## src/rtl/cnn_window_gen.sv

```systemverilog
// Sliding KX x KY window generator for a raster pixel stream, feeding the CNN MAC stage.
// KY-1 line buffers plus a register window; one registered window per valid stride-1 position.
module cnn_window_gen #(
    parameter int KX     = 3,
    parameter int KY     = 3,
    parameter int I_F_BW = 8,
    parameter int IX     = 28,
    parameter int IY     = 28
) (
    input  logic                        clk,
    input  logic                        reset_n,
    input  logic                        i_soft_reset,
    input  logic                        i_in_valid,
    input  logic [I_F_BW-1:0]           i_in_pixel,
    output logic                        o_ot_valid,
    output logic [KX*KY*I_F_BW-1:0]     o_ot_fmap,
    output logic                        o_frame_done
);

    localparam int CW = (IX > 1) ? $clog2(IX) : 1;
    localparam int RW = (IY > 1) ? $clog2(IY) : 1;
    localparam int FW = KX * KY * I_F_BW;
    localparam logic [CW-1:0] COL_LAST  = CW'(IX - 1);
    localparam logic [RW-1:0] ROW_LAST  = RW'(IY - 1);
    localparam logic [CW-1:0] COL_FIRST = CW'(KX - 1);
    localparam logic [RW-1:0] ROW_FIRST = RW'(KY - 1);

    logic [CW-1:0]     col_r;
    logic [RW-1:0]     row_r;
    logic [I_F_BW-1:0] lb_r      [KY-1][IX];
    logic [I_F_BW-1:0] win_r     [KY][KX];
    logic [I_F_BW-1:0] win_nxt_s [KY][KX];
    logic [I_F_BW-1:0] new_col_s [KY];
    logic [FW-1:0]     nxt_fmap_s;
    logic              accept_s;
    logic              win_ok_s;
    logic              col_last_s;
    logic              row_last_s;

    // Accept qualification and window-position gating from the raster counters
    always_comb begin
        accept_s   = i_in_valid & ~i_soft_reset;
        col_last_s = (col_r == COL_LAST);
        row_last_s = (row_r == ROW_LAST);
        win_ok_s   = (row_r >= ROW_FIRST) && (col_r >= COL_FIRST);
    end

    // New column is the buffered lines at this column with the live pixel at the bottom
    for (genvar gy = 0; gy < KY; gy++) begin : g_row
        if (gy < KY - 1) begin : g_lb
            assign new_col_s[gy] = lb_r[gy][col_r];
        end else begin : g_px
            assign new_col_s[gy] = i_in_pixel;
        end
        for (genvar gx = 0; gx < KX; gx++) begin : g_col
            if (gx < KX - 1) begin : g_shift
                assign win_nxt_s[gy][gx] = win_r[gy][gx+1];
            end else begin : g_new
                assign win_nxt_s[gy][gx] = new_col_s[gy];
            end
            assign nxt_fmap_s[(gy*KX+gx)*I_F_BW +: I_F_BW] = win_nxt_s[gy][gx];
        end
    end

    // Line buffers and window registers: storage only, untouched by either reset
    always_ff @(posedge clk) begin
        if (accept_s) begin
            for (int ky = 0; ky < KY - 1; ky++) begin
                lb_r[ky][col_r] <= new_col_s[ky+1];
            end
            for (int ky = 0; ky < KY; ky++) begin
                for (int kx = 0; kx < KX; kx++) begin
                    win_r[ky][kx] <= win_nxt_s[ky][kx];
                end
            end
        end
    end

    // Raster counters and registered outputs
    always_ff @(posedge clk or negedge reset_n) begin
        if (!reset_n) begin
            col_r        <= '0;
            row_r        <= '0;
            o_ot_valid   <= 1'b0;
            o_ot_fmap    <= '0;
            o_frame_done <= 1'b0;
        end else if (i_soft_reset) begin
            col_r        <= '0;
            row_r        <= '0;
            o_ot_valid   <= 1'b0;
            o_ot_fmap    <= '0;
            o_frame_done <= 1'b0;
        end else if (i_in_valid) begin
            if (col_last_s) begin
                col_r <= '0;
                row_r <= row_last_s ? '0 : row_r + RW'(1);
            end else begin
                col_r <= col_r + CW'(1);
            end
            o_ot_valid   <= win_ok_s;
            o_frame_done <= win_ok_s & col_last_s & row_last_s;
            if (win_ok_s) begin
                o_ot_fmap <= nxt_fmap_s;
            end
        end else begin
            o_ot_valid   <= 1'b0;
            o_frame_done <= 1'b0;
        end
    end

endmodule
```

## config.mk

```make
export PLATFORM = sky130hd
export DESIGN_NAME = cnn_window_gen
export DESIGN_NICKNAME = d
export VERILOG_FILES = /design/src/rtl/cnn_window_gen.sv
export SDC_FILE = /design/constraint.sdc
export NUM_CORES = 1
export LEC_CHECK = 0
export CORE_MARGIN = 2
export CORE_UTILIZATION = 30
export CTS_CLUSTER_DIAMETER = 80
export DETAILED_ROUTE_END_ITERATION = 10
export PLACE_DENSITY = 0.54
export SYNTH_ARGS = -nofsm -noshare
export SYNTH_HDL_FRONTEND = slang
export SYNTH_SLANG_ARGS = --single-unit
```

## constraint.sdc

```tcl
create_clock -name clk -period 3.4 [get_ports clk]
set_clock_uncertainty 0.1 [all_clocks]
set_input_delay 0.68 -clock clk [delete_from_list [all_inputs] [get_ports clk]]
set_output_delay 0.68 -clock clk [all_outputs]
set_load 0.02 [all_outputs]
```

==> results.sh <==
export IMPL_ys_types=49
export IMPL_die_h_um=275
export IMPL_rsz0062_at_grt="false"
export IMPL_synth_area_um2=22100
export IMPL_cts_sinks=580
export IMPL_synthFlopType="edfxtp_1"
export IMPL_cts_hold_buffers=1
export IMPL_period_minus_slack_ns=3.00
export IMPL_synth_edf_count=496
export IMPL_grt_pass1_wl_mm=81.4
export IMPL_dp_cells=2267
export IMPL_power_density_nw_per_um2=566
export IMPL_antenna_found_initial=0
export IMPL_synthToLayoutAreaGrowth_pct=20.7
export IMPL_worstMarginPinSlew_ns=0.707
export IMPL_min_path_type="flip-flop to flip-flop"
export IMPL_start_util=0.303
export IMPL_seq_area_frac_synth=0.769
export IMPL_postPlaceCellArea_um2=24700
export IMPL_synth_area_top_cells="edfxtp_1, dfrtp_1, mux2i_1"
export IMPL_portBuffers=85
export IMPL_final_hold_violation_count=0
export IMPL_die_w_um=275
export IMPL_yosys_warnings=0
export IMPL_post_cts_buffers=0
export IMPL_period_share=0.882
export IMPL_die_area_um2=75900
export IMPL_postLayoutCellArea_um2=26700
export IMPL_coreArea_um2=73000
export IMPL_yosysTopAreaCellShare=0.674
export IMPL_ir_drop_mv=0.381
export IMPL_status="complete, no violations"
export IMPL_fmax_ghz=0.334
export IMPL_drt_drc_violations_left=0
export IMPL_worstPathMaxFanout=30
export IMPL_final_cell_mix="edfxtp_1, mux2i_1, buf_4"
export IMPL_drv_slew=0
export IMPL_finalPower_mw=15.1
export IMPL_wire_per_inst_um=23.2
export IMPL_gp_congestion=0.862
export IMPL_initialDrtViolationCount=927
export IMPL_syn_area_per_cell_um2=18.6
export IMPL_track_usage=0.147
export IMPL_setup_viol=0
export IMPL_ctsResizeCount=0
export IMPL_clock_root_buffer="clkbuf_16"
export IMPL_yosys_area_top_type="edfxtp_1"
export IMPL_fin_cells=2378
export IMPL_vias=11800
export IMPL_detail_route_vias_per_cell=4.95
export IMPL_cts_made_buffers=59
export IMPL_finalSetupTns_ns=0
export IMPL_ant_nets=0
export IMPL_synthArstFlopShare=0.145
export IMPL_syn_num_nets=1207
export IMPL_hpwl_mm=35.9
export IMPL_drive_gt1_frac=0.178
export IMPL_firstDrtPassIters=7
export IMPL_path_clk_slew_ns=0.07
export IMPL_drv_cap=0
export IMPL_required_ns=3.83
export IMPL_ys_seq_elements=580
export IMPL_cp_start_kind="flip-flop"
export IMPL_arrival_ns=3.42
export IMPL_rows=99
export IMPL_max_slew_margin=0.529
export IMPL_antenna_cells=0
export IMPL_p_leak_nw=8.99
export IMPL_postSynthCellCount=1189
export IMPL_end_kind="flip-flop"
export IMPL_final_common_cell="edfxtp_1"
export IMPL_io_pins=86
export IMPL_cts_max_path_buffers=3
export IMPL_routed_wl_mm=55.2
export IMPL_cts_tree="built"
export IMPL_grt_pass1_vias=11800
export IMPL_worstSetupPathType="flip-flop to flip-flop"
export IMPL_fin_nets=1388
export IMPL_grt_max_degree=63
export IMPL_clock_latency_ns=0.63
export IMPL_gr_total_overflow=0
export IMPL_htreeDepth=2
-- metrics by stage --
stage | hold WS [ns] | setup slack (ns) | util
6_report | 0.351 | 0.402 | 0.366
5_1_grt | 0.364 | 0.311 | 0.366
4_1_cts | 0.350 | 0.405 | 0.366
3_5_place_dp | 0.336 | 0.418 | 0.339
3_3_place_gp | 0.333 | 0.404 | 0.339
2_1_floorplan | 0.284 | 0.100 | -
-- where the power goes --
part           internal [mW]  switching, mW
sequential              7.86         0.0371
combinational          0.277          0.489
clock                   3.76           2.68
total                   11.9           3.20
-- sequential cells by signal, indices dropped and copies added (netlist names) --
| name | flops |
|---|---|
| lb_r | 448 |
| o_ot_fmap | 72 |
| win_r | 48 |
| col_r | 5 |
| row_r | 5 |
| o_frame_done | 1 |
| o_ot_valid | 1 |
-- logic make-up (layout without fill, tap and decap cells) --
logic type      Yosys count  after routing  share of synthesized area
flops                   580            580                      0.769
mux                     193            193                      0.106
compound gates          186            186                     0.0628
simple gates            146            146                     0.0363
buf+inv                  77            307                     0.0230
fa+ha+maj                 6              6                    0.00339
xor+xnor                  1              1                   0.000396
-- cell usage after synthesis, types with 3 or more instances --
cell / n
nor2_1: 35
nor3_1: 4
nand3_1: 20
dfrtp_1: 84
clkbuf_1: 14
or4b_1: 4
a22o_1: 72
a22oi_1: 14
mux4_2: 32
inv_1: 5
nand2_1: 30
mux2i_1: 159
a21oi_1: 9
nand4_1: 7
buf_2: 26
o22ai_1: 64
edfxtp_1: 496
a211oi_1: 11
o21ai_0: 5
and2_1: 3
or4_1: 4
buf_4: 7
nor2b_1: 9
nor4_1: 8
nand4b_1: 4
ha_1: 6
buf_6: 21
nand4bb_1: 4
a311oi_1: 3
-- final timing paths --
| kind | to | slack (ns) | from | cells past startpoint |
|---|---|---|---|---|
| setup / recovery | o_ot_fmap[41] | 0.40 | col_r[1] | 6 |
| hold / removal | win_r[0][15] | 0.35 | win_r[0][7] | 0 |
| setup reg to reg | o_ot_fmap[41] | 0.40 | col_r[1] | 6 |
| hold reg to reg | win_r[0][15] | 0.35 | win_r[0][7] | 0 |
| max in group asynchronous | o_ot_fmap[5] | 1.93 | reset_n | 3 |
| min in group asynchronous | o_ot_fmap[31] | 0.55 | reset_n | 2 |
-- critical path, stage by stage, from the launching register on --
cell and delay [ns]:
dfrtp_2 0.76, buf_4 0.45, mux4_2 0.37, a22oi_1 0.48, nand3_1 0.17, buf_4 0.27, a22o_1 0.23
-- metal layers --
| metal | GRT usage | vias to the layer above | part of all wire |
|---|---|---|---|
| li1 | - | 5192 | - |
| met3 | 0.0292 | 100 | 0.059 |
| met4 | 0.0569 | 0 | 0.032 |
| met2 | 0.234 | 364 | 0.47 |
| met5 | 0 | - | 0 |
| met1 | 0.198 | 6109 | 0.44 |
-- area by class of cell --
class / count / area [um2]
inverter: 5 / 18.8
multi-input combinational: 532 / 4670
clock inverter: 38 / 395
timing repair buffer: 192 / 1850
fill: 6680 / 46300
clock buffer: 72 / 1550
sequential: 580 / 17000
tap: 959 / 1200
No activity file was read; power rests on OpenSTA's default activity.
